===== src/rtl/turf_aurora_link_manager.sv =====
// Aurora link supervisor: drives the reset block, qualifies channel_up, retries with backoff.
// Optional LINK_STATS_EN adds drop/timeout statistics counters.
module turf_aurora_link_manager #(
    parameter string       SIM_SPEEDUP = "FALSE",
    parameter logic [47:0] UP_TIMEOUT  = 48'h800_0000,
    parameter int          UP_STABLE   = 1024,
    parameter int          PULSE_LEN   = 16,
    parameter int          MAX_BACKOFF = 4
) (
    input  logic       clk_i,
    input  logic       rst_i,
    input  logic       channel_up_i,
    input  logic       sw_reset_i,
    input  logic       auto_en_i,
    output logic       reset_o,
    output logic       link_ok_o,
    output logic [1:0] state_o,
    output logic [7:0] retry_count_o
`ifdef LINK_STATS_EN
    ,
    output logic [15:0] drop_count_o,
    output logic [15:0] timeout_count_o
`endif
);

    localparam logic [47:0] TIMEOUT_BASE = (SIM_SPEEDUP == "TRUE") ? 48'h100 : UP_TIMEOUT;
    localparam int          STABLE_CYC   = (SIM_SPEEDUP == "TRUE") ? 16 : UP_STABLE;
    // The WAIT_UP cycle that first sees ch_up is the first stable sample,
    // so STABLE itself only has to count the remaining STABLE_CYC-1 samples.
    localparam logic [15:0] STABLE_LAST  = 16'(STABLE_CYC - 2);
    localparam logic [7:0]  PULSE_LAST   = 8'(PULSE_LEN - 1);
    localparam logic [7:0]  BACKOFF_MAX  = 8'(MAX_BACKOFF);

    typedef enum logic [1:0] {
        WAIT_UP = 2'd0,
        STABLE  = 2'd1,
        UP      = 2'd2,
        PULSE   = 2'd3
    } state_t;

    state_t      state, state_n;
    logic [47:0] timer, timer_n;
    logic [15:0] stable_cnt, stable_n;
    logic [7:0]  pulse_cnt, pulse_n;
    logic [7:0]  backoff, backoff_n;
    logic [7:0]  retry_count, retry_n;
    logic [1:0]  sync_q;
    logic        sw_q;
    logic        reset_q;
    logic        ch_up;
    logic        sw_edge;
    logic        timeout_evt;
    logic        drop_evt;
    logic [95:0] limit_wide;
    logic [47:0] limit;
    logic [47:0] limit_last;

    assign ch_up   = sync_q[1];
    assign sw_edge = sw_reset_i & ~sw_q;

    // Wide shift so any bit pushed past bit 47 is detected and saturates the limit.
    always_comb begin
        limit_wide = {48'd0, TIMEOUT_BASE} << backoff;
        if (backoff >= 8'd48 || limit_wide[95:48] != 48'd0) begin
            limit = '1;
        end else begin
            limit = limit_wide[47:0];
        end
        limit_last = limit - 48'd1;
    end

    always_comb begin
        state_n     = state;
        timer_n     = timer;
        stable_n    = stable_cnt;
        pulse_n     = pulse_cnt;
        backoff_n   = backoff;
        retry_n     = retry_count;
        timeout_evt = 1'b0;
        drop_evt    = 1'b0;
        case (state)
            WAIT_UP: begin
                timer_n = timer + 48'd1;
                if (sw_edge) begin
                    state_n = PULSE;
                    pulse_n = 8'd0;
                end else if (timer == limit_last) begin
                    timeout_evt = 1'b1;
                    if (auto_en_i) begin
                        state_n   = PULSE;
                        pulse_n   = 8'd0;
                        retry_n   = (retry_count == 8'hFF) ? 8'hFF : retry_count + 8'd1;
                        backoff_n = (backoff < BACKOFF_MAX) ? backoff + 8'd1 : BACKOFF_MAX;
                    end else begin
                        timer_n = timer;
                    end
                end else if (ch_up) begin
                    state_n  = STABLE;
                    stable_n = 16'd0;
                end
            end
            STABLE: begin
                if (sw_edge) begin
                    state_n = PULSE;
                    pulse_n = 8'd0;
                end else if (!ch_up) begin
                    state_n = WAIT_UP;
                    timer_n = 48'd0;
                end else if (stable_cnt == STABLE_LAST) begin
                    state_n   = UP;
                    backoff_n = 8'd0;
                    retry_n   = 8'd0;
                end else begin
                    stable_n = stable_cnt + 16'd1;
                end
            end
            UP: begin
                if (sw_edge) begin
                    state_n  = PULSE;
                    pulse_n  = 8'd0;
                    drop_evt = 1'b1;
                end else if (!ch_up) begin
                    drop_evt = 1'b1;
                    if (auto_en_i) begin
                        state_n = PULSE;
                        pulse_n = 8'd0;
                    end else begin
                        state_n = WAIT_UP;
                        timer_n = 48'd0;
                    end
                end
            end
            PULSE: begin
                if (pulse_cnt == PULSE_LAST) begin
                    state_n = WAIT_UP;
                    timer_n = 48'd0;
                end else begin
                    pulse_n = pulse_cnt + 8'd1;
                end
            end
            default: state_n = WAIT_UP;
        endcase
    end

    always_ff @(posedge clk_i or posedge rst_i) begin
        if (rst_i) begin
            state <= WAIT_UP;
        end else begin
            state <= state_n;
        end
    end

    always_ff @(posedge clk_i or posedge rst_i) begin
        if (rst_i) begin
            timer       <= 48'd0;
            stable_cnt  <= 16'd0;
            pulse_cnt   <= 8'd0;
            backoff     <= 8'd0;
            retry_count <= 8'd0;
            sync_q      <= 2'b00;
            sw_q        <= 1'b0;
            reset_q     <= 1'b0;
        end else begin
            timer       <= timer_n;
            stable_cnt  <= stable_n;
            pulse_cnt   <= pulse_n;
            backoff     <= backoff_n;
            retry_count <= retry_n;
            sync_q      <= {sync_q[0], channel_up_i};
            sw_q        <= sw_reset_i;
            reset_q     <= (state_n == PULSE);
        end
    end

`ifdef LINK_STATS_EN
    logic [15:0] drop_cnt;
    logic [15:0] timeout_cnt;
    logic        hold_q;

    // A timeout held with auto_en_i low is counted once, not every held cycle.
    always_ff @(posedge clk_i or posedge rst_i) begin
        if (rst_i) begin
            drop_cnt    <= 16'd0;
            timeout_cnt <= 16'd0;
            hold_q      <= 1'b0;
        end else begin
            hold_q <= timeout_evt & ~auto_en_i;
            if (drop_evt && drop_cnt != 16'hFFFF) begin
                drop_cnt <= drop_cnt + 16'd1;
            end
            if (timeout_evt && !hold_q && timeout_cnt != 16'hFFFF) begin
                timeout_cnt <= timeout_cnt + 16'd1;
            end
        end
    end

    assign drop_count_o    = drop_cnt;
    assign timeout_count_o = timeout_cnt;
`else
    logic unused_evt;
    assign unused_evt = timeout_evt ^ drop_evt;
`endif

    assign reset_o       = reset_q;
    assign link_ok_o     = (state == UP);
    assign state_o       = state;
    assign retry_count_o = retry_count;

endmodule

===== config.mk =====
export PLATFORM = sky130hd
export DESIGN_NAME = turf_aurora_link_manager
export DESIGN_NICKNAME = d
export VERILOG_FILES = /design/src/rtl/turf_aurora_link_manager.sv
export SDC_FILE = /design/constraint.sdc
export NUM_CORES = 1
export LEC_CHECK = 0
export ABC_AREA = 1
export CAP_MARGIN = 15
export CORE_MARGIN = 1.5
export CORE_UTILIZATION = 45
export DETAILED_ROUTE_END_ITERATION = 16
export GPL_ROUTABILITY_DRIVEN = 0
export PLACE_DENSITY = 0.62
export SYNTH_ARGS = -nofsm -noshare
export SYNTH_HDL_FRONTEND = slang
export SYNTH_SLANG_ARGS = --single-unit

===== constraint.sdc =====
create_clock -name clk_i -period 4.1 [get_ports clk_i]
set_input_delay 0.41 -clock clk_i [delete_from_list [all_inputs] [get_ports clk_i]]
set_output_delay 0.41 -clock clk_i [all_outputs]
set_load 0.01 [all_outputs]

==> impl_results.md <==
* DRT iter0 DRCs at 548
* CP Class: reg -> reg
* # Max-Cap Violations at 0
* Final setup fails at 0
* Post-synthesis simple-gate area fraction at 0.426
* Clk_skew at 0.0112 ns
* Share of synthesized area spent on multiplexers at 0
* Layout overhead on the synthesized area at 9.40%
* Cell taking the most area after synthesis: dfrtp_1
* Period utilization at 0.920
* Multi-input logic area at 4590 µm²
* DIE AREA at approximately 18000 µm²
* Via-per-instance ratio at a little over 5
* Worst setup SP type: register
* Post-synthesis compound-gate area fraction at 0.0656
* Status: finished, final reports clean
* First-pass GRT wire length at 34100 µm
* TritonRoute pass-1 iters at 6
* Synth warn at 0
* Min Tclk post-route at 3.77 ns
* Vias at 7422
* Crit end category: register
* Clock buffer depth at 2
* Critical Path RT at ~4.3 ns
* RSZ-0062 raised after global routing: no
* Num rows at 47
* CORE AREA at 16600 µm²
* Pin count of the biggest net entering global routing at 70
* Fmax at 265 MHz
* Cell Area, Synth at roughly 7600 µm²
* HPWL reported at the end of detailed placement at 15300 µm
* Skew-Pair Late Insertion Delay at 0.36 ns
* Seq/Total Area, Yosys at 0.309
* Most frequent cells in the layout: 365 x nand2_1, 195 x nor2_1, 129 x inv_1, 104 x nand3_1, 94 x dfrtp_1
* Cells after Synth at 1201
* Register area at 2350 µm²
* Post-Route Setup TNS at 0 ns
* Vias in the first global route at slightly below 7000
* Total gr overflow at 0
* Max Slew Vio Count at 0
* Worst hold path class: reg -> reg
* Routed WL at 20200 µm
* Clock tree from TritonCTS: done
* Worst-case vdd ir drop at 467 µV
* Initial antenna violation count at 0
* WHS at between 0.3 and 0.4 ns
* Crit path arrival time at 4.00 ns
* H-Tree Depth at 3
* Synth Area in XOR/XNOR at 0.0885
* Cts bufs inserted at 9
* Crit-path most repeated cell: nand2_1
* CP Cell Sequence: ha_1, ha_1, nand2_1, nand3_1, nor2_1, nand2_1, nand2_1, nand2_2, nor2_4, buf_4, nand4_4, nor2_4, buf_4, buf_4, nand3b_1, nand2_1, nand2_1, nor2_1, nand3_2, nor2_2, nand2_1, nand2_2, buf_4, o21ai_0
* Number of diodes at 0
* Fin nets at 1231
* PnR worst setup slack at 0.328 ns
* Residual DRC at 0
* Synthesized flop and latch total at 94
* Mapped Nets at 1217
* Number of clock sinks at 94
* Fill cells at between 1500 and 2000
* Crit path max fanout at 28
* Final Hold Vio Count at 0
* Chip width at 133 µm
* Die Y at about 130 µm
* Rel. slew slack at 0.433
* Worst Tran Pin Value at 0.850 ns
* Pwr dens at around 470 nW/µm²
* I/O pin count at 17
* Syn avg cell area at 6.35 µm²
* CTS clock-pin slew for the worst setup and hold paths at roughly 0.07 ns
* Post-DRT Antenna Nets at 0
* Port buffer count at 16
* Synth top area share at 0.309
* Max incr delay on CP at about 0.4 ns
* Crit-path leading delay family: simple AND/OR/NAND/NOR gates
* Crit path buf inv count at 4
* Total Routing Usage GR at 0.236
* Largest family of logic cells by synthesized area: simple AND/OR/NAND/NOR gates
* Slowest cell on the critical path: dfrtp_1
* Tot Pwr at 3930 µW
* CTS root buf: clkbuf_16
* Distinct cells, synth at 38
* Pre-CTS setup slack at 0.135 ns
* Drt wl/cell at 14.0 µm
* Main area contributors after synthesis: dfrtp_1 31%, nand2_1 18%, nor2_1 9.7%
* Adder-cell share of the synthesized area at 0.0181
* Commonest non-fill, non-tap cell in the layout: nand2_1
* Fraction of layout cells with a size suffix above 1 at 0.0672
* Lkg Pwr at a little under 0.004 µW
* Starting Density at 0.460
==> synthesized netlist by cell type (all sizes together) <==
cell and count:
clkinv 1, nand2 375, nand3b 3, or2 2, inv 136, ha 11
nor3b 3, nand4 28, clkbuf 13, o21ai 65, nor2 208, xor2 69
o211ai 5, o22ai 2, buf 19, o21a 1, o21bai 2, nor3 23
xnor2 8, nor4 13, dfrtp 94, nand3 107, and2 1, o31ai 2
o311ai 1, a21oi 9
==> power by group <==
part	internal [µW]	switching, µW
sequential	996	93.4
clock	425	404
combinational	629	1390
total	2050	1880
==> layout make-up <==
cell class | count | area share
multi-input cells | 939 | 0.551
clock buffers | 9 | 0.0270
flip-flops and latches | 94 | 0.282
inverters | 137 | 0.0620
repair buffers | 34 | 0.0369
well taps | 220 | 0.0330
clock inverters | 7 | 0.00825
==> per-layer routing <==
metal / share of wire / global-route usage / up-vias
li1: - / - / 3827
met1: 0.48 / 0.330 / 3325
met2: 0.44 / 0.371 / 240
met3: 0.063 / 0.0460 / 30
met4: 0.022 / 0.0725 / 0
met5: 0 / 0 / -
==> logic make-up after synthesis <==
group,count (synthesis)
DFF,94
adders and majority gates,11
xor gates and xnor gates,77
buffers and inverters,169
and+or+nand+nor,763
AOI/OAI and AO/OA,87
==> per-stage QoR <==
stage,cells,instance area [µm²],util
final,1440,8340,0.503
after global routing,1440,8340,0.503
after CTS,1435,8270,0.499
after detailed placement,1419,7980,0.481
after global placement,1419,7980,0.481
after floorplan,1201,7620,-
==> worst reg2reg max path, stage by stage (launching register included) <==
cell,delay [ns]
dfrtp_1,0.40
ha_1,0.22
ha_1,0.23
nand2_1,0.11
nand3_1,0.08
nor2_1,0.09
nand2_1,0.07
nand2_1,0.07
nand2_2,0.11
nor2_4,0.17
buf_4,0.18
nand4_4,0.13
nor2_4,0.23
buf_4,0.15
buf_4,0.09
nand3b_1,0.10
nand2_1,0.07
nand2_1,0.05
nor2_1,0.21
nand3_2,0.17
nor2_2,0.15
nand2_1,0.08
nand2_2,0.08
buf_4,0.29
o21ai_0,0.13
==> state kept, by name, indices dropped and copies added, names as in the netlist <==
signal	cells
retry_count_o	8
reset_o	1
sync_q	2
pulse_cnt	8
backoff	8
sw_q	1
timer	48
stable_cnt	16
state_o	2
==> path summary, 6_finish.rpt <==
| kind | start | endpoint | slack [ns] | cells after the start |
|---|---|---|---|---|
| min | sync_q[0] | sync_q[1] | 0.35 | 0 |
| max in group asynchronous | rst_i | timer[33] | 2.78 | 3 |
| max reg2reg | backoff[0] | timer[0] | 0.33 | 24 |
| max | backoff[0] | timer[0] | 0.33 | 24 |
| min reg2reg | sync_q[0] | sync_q[1] | 0.35 | 0 |
| min in group asynchronous | rst_i | timer[17] | 0.57 | 2 |
==> what timing repair did <==
item	in CTS	in global routing
hold buffers	0	0
buffers inserted	0	4
endpoints found under the setup margin	0	89
resized for setup	0	9
Power figures use the tool's default switching activity.
==> patch 1: new RTL, config.mk and constraints unchanged <==
One comparison of `pulse_cnt` changes from == to >=.
--- a/src/rtl/turf_aurora_link_manager.sv
+++ b/src/rtl/turf_aurora_link_manager.sv
@@ -132,5 +132,5 @@
             end
             PULSE: begin
-                if (pulse_cnt == PULSE_LAST) begin
+                if (pulse_cnt >= PULSE_LAST) begin
                     state_n = WAIT_UP;
                     timer_n = 48'd0;
Formal check against the unedited RTL: same outputs for any inputs over 4 cycles, from zero or initial values and one cycle with rst_i high; that may be too few to reach the edited logic, so the function may still have changed.
==> patch 1 against the original RTL <==
- via count up 3.6%
- die area up 0.88%
- setup slack better by 0.047 ns
- sequential cell count unchanged
- total power up 7.0%
- cell area up 1.5%
- clock power about the same
- fmax up 1.3%
- routed wire length up 4.7%
- hold slack about the same
- synthesized area up 0.90%
==> patch 1: results (changes against the original RTL) <==
| Metric | Value |
|---|---|
| Outcome | `complete, no violations` |
| Layout cell share with drive strength beyond 1 | `9.625% (+2.9 points)` |
| Drt total wl | `21120 µm (+4.7%)` |
| RR Startpoint | `backoff[0]$_DFFE_PP0P_` |
| DP Area | `0.008089 mm² (+1.4%)` |
| Routed vias | `7686 (+3.6%)` |
| Leakage | `3.922 nW (+1.0%)` |
| First-pass GRT wire length | `34820 µm (+2.2%)` |
| Post-synthesis xor/xnor area fraction | `4.099% (-4.7 points)` |
| Vias in the first global route | `6813 (-1.4%)` |
| CTS buffer count | `9 (unchanged)` |
| Nets | `1237 (+0.49%)` |
| Distinct cells, synth | `42 (+11%)` |
| Dpl ws | `0.2359 ns (+0.1011 ns)` |
| Most frequent cells after synthesis | `nand2_1, nor2_1, nand3_1` |
| Internal reg-to-reg setup slack | `0.37 ns (+0.05 ns)` |
| Worst hold slack | `0.3507 ns (-0.00009300 ns)` |
| Worst path arrival time | `3.96 ns (-0.04 ns)` |
| Largest net degree at the start of global routing | `71 (+1.4%)` |
| Mux cell area share after synthesis | `0% (unchanged)` |
| Rel. slew slack | `40.88% (-2.5 points)` |
| Synth top area cells | `dfrtp_1, nand2_1, nand3_1` |
| Iteration-0 DRC Markers | `598 (+9.1%)` |
| Final period utilization | `90.86% (-1.1 points)` |
| Seq/Total Area, Yosys | `30.58% (-0.28 points)` |
| CP Max Fanout | `35 (+25%)` |
| Adder-cell share of the synthesized area | `1.789% (-0.016 points)` |
| Hpwl dp | `15840 µm (+3.9%)` |
| Clock Skew | `0.009152 ns (-0.002016 ns)` |
| Final Non-Filler Cells | `1446 (+0.42%)` |
| Avg Cell Area, Syn | `6.363 µm² (+0.23%)` |
| Maximum vdd ir drop | `235.3 µV (-50%)` |
| Gr usage total | `24.08% (+0.46 points)` |
| Critical R2R Capture | `timer[28]$_DFFE_PP0P_` |
| Worst path max stage delay | `0.42 ns (+0.02 ns)` |
| First drt pass iteration count | `5 (-1)` |
| Hold path start | `sync_q[0]$_DFF_PP0_` |
| Compound-Gate Fraction of Synth Area | `8.442% (+1.9 points)` |
| Filler cells | `1710 (+0.88%)` |
| CTS Buffer Depth | `2 (unchanged)` |
patch 1: cell families after synthesis:
logic type / count (synthesis)
buffers and inverters: 175
AO/OA/AOI/OAI: 103
flip-flops: 94
XOR/XNOR: 36
AND/OR/NAND/NOR: 790
adder cells (fa/ha/maj): 11
patch 1: how the worst max path moves through the flow:
| stage | cells after the start | endpoint | from |
|---|---|---|---|
| global route | 26 | timer[36]$_DFFE_PP0P_ | backoff[0]$_DFFE_PP0P_ |
| floorplan | 26 | retry_count_o[0]$_DFFE_PP0P_ | backoff[0]$_DFFE_PP0P_ |
| CTS | 24 | retry_count_o[3]$_DFFE_PP0P_ | backoff[0]$_DFFE_PP0P_ |
| global placement | 24 | backoff[2]$_DFFE_PP0P_ | backoff[0]$_DFFE_PP0P_ |
| finish | 24 | timer[28]$_DFFE_PP0P_ | backoff[0]$_DFFE_PP0P_ |
| detailed placement | 24 | retry_count_o[3]$_DFFE_PP0P_ | backoff[0]$_DFFE_PP0P_ |
patch 1: metal layers:
layer	global-route usage (%)	share of wire, %	routed length (µm)
met4	8.454	2.2	471
met2	34.16	42	8868
met5	0	0	0
met3	2.702	5.0	1066
met1	37.40	51	10720
patch 1: report_power, final:
part | internal [mW] | switching, mW
clock network | 0.425 | 0.402
logic | 0.778 | 1.50
registers | 1.00 | 0.100
total | 2.21 | 2.00
patch 1: timing repair:
action,in CTS,in global routing
hold buffers,0,0
gates resized for setup,0,11
setup endpoints to repair,0,82
setup buffers,0,1
patch 1: area by class of cell:
class / instances / area (µm²) / share of cell area, %
tap: 220 / 275.3 / 3.253
clock buffer: 9 / 225.2 / 2.661
sequential: 94 / 2352 / 27.79
multi-input combinational: 940 / 4646 / 54.89
clock inverter: 7 / 60.06 / 0.7096
timing repair buffer: 37 / 372.9 / 4.406
inverter: 139 / 531.8 / 6.283
==> patch 2: new RTL, config.mk and constraints unchanged <==
Made on the original files. The option `LINK_STATS_EN` is turned on by a define.
--- a/src/rtl/turf_aurora_link_manager.sv
+++ b/src/rtl/turf_aurora_link_manager.sv
@@ -1,4 +1,6 @@
 // Aurora link supervisor: drives the reset block, qualifies channel_up, retries with backoff.
 // Optional LINK_STATS_EN adds drop/timeout statistics counters.
+`define LINK_STATS_EN
+
 module turf_aurora_link_manager #(
     parameter string       SIM_SPEEDUP = "FALSE",
Check against the original RTL (old outputs only; new: drop_count_o and timeout_count_o): same outputs for any inputs over 4 cycles, from zero or initial values and one cycle with rst_i high; that may be too few to reach the edited logic, so the function may still have changed.
==> patch 2 against the original RTL <==
- cell count grew 25%
- critical path type unchanged
- setup slack lost 0.013 ns
- synthesized area grew 26%
- count of clock-buffer cells in the layout grew 10
- cell area grew 34%
- sequential cell count grew 33
- clock power grew 87%
- largest cell class unchanged
- routed wire length grew 33%
- total power grew 51%
- critical endpoint is now timer[37]$_DFFE_PP0P_
- sequential share of layout area grew 0.31 points
==> patch 2: results (changes against the original RTL) <==
| Metric | Value |
|---|---|
| CP Max Fanout | `23 (-18%)` |
| Fraction of area in multi-input gates | `51.52% (-3.6 points)` |
| Worst path arrival time | `4.13 ns (+0.13 ns)` |
| NonClk Buf Share | `6.565% (+2.9 points)` |
| Post-DR wirelength/cell | `14.90 µm (+6.3%)` |
| DP Area | `0.01038 mm² (+30%)` |
| First drt pass iteration count | `5 (-1)` |
| Synth top area cells | `dfrtp_1, nand2_1, nand3_1` |
| Critical R2R Capture | `timer[37]$_DFFE_PP0P_` |
| H-tree Lvls | `4 (+1)` |
| Clock buffer count | `19 (+10)` |
| Worst hold slack | `0.3514 ns (+0.0006260 ns)` |
| Leakage | `5.185 nW (+34%)` |
| Seq cells | `127 (+35%)` |
| Synth Instances | `1455 (+21%)` |
| Maximum vdd ir drop | `405.9 µV (-13%)` |
| FF-to-FF path depth | `25 (+4.2%)` |
| Largest net degree at the start of global routing | `110 (+57%)` |
| Outcome | `complete, no violations` |
| CTS buffer count | `17 (+8)` |
| Adder-cell share of the synthesized area | `1.693% (-0.11 points)` |
| Met2 WL | `11860 µm (+34%)` |
| Rel. slew slack | `36.21% (-7.1 points)` |
| GR Layer Usage met3 | `4.312% (-0.29 points)` |
| Drt total wl | `26810 µm (+33%)` |
| Footprint of the multi-input gates | `0.005744 mm² (+25%)` |
| Distinct cells, synth | `42 (+11%)` |
| Plain + repair buffers | `71 (+110%)` |
| Clock Skew | `0.01499 ns (+0.003825 ns)` |
| Worst-Skew Late Latency | `0.43 ns (+0.07 ns)` |
| Comb_multi_in | `1147 (+22%)` |
| Non-Clock Inverter Count | `147 (+7.3%)` |
| First-pass GRT wire length | `44390 µm (+30%)` |
| WL met3 | `1513 µm (+18%)` |
patch 2: where the power goes:
part	internal (mW)	total [mW]	switching (mW)
combinational	1.01	2.88	1.87
sequential	1.37	1.52	0.150
clock	0.925	1.55	0.625
patch 2: worst register-to-register path, cell delays in order, from the launching register on:
cell,delay [ns]
dfrtp_1,0.41
ha_1,0.23
ha_1,0.22
nand2_1,0.13
nand3_1,0.09
nor2_1,0.11
nand2_1,0.06
nand2_1,0.07
inv_1,0.07
nor2_4,0.11
buf_6,0.16
nand3_2,0.10
nor2_2,0.15
inv_1,0.09
nor2_4,0.19
nand2_2,0.11
nand3_1,0.12
nand2_1,0.07
nor2_1,0.13
nand3_1,0.13
nor2_4,0.22
nand4_2,0.16
nand2_4,0.22
clkbuf_16,0.24
nand2_1,0.06
o21ai_0,0.07
patch 2: metrics by stage:
step | worst slack [ns] | TNS (ns)
global route | -0.03042 | -0.3662
floorplan | 0.3057 | 0
detailed placement | 0.07505 | 0
finish | 0.3154 | 0
global placement | 0.09876 | 0
CTS | 0.04589 | 0
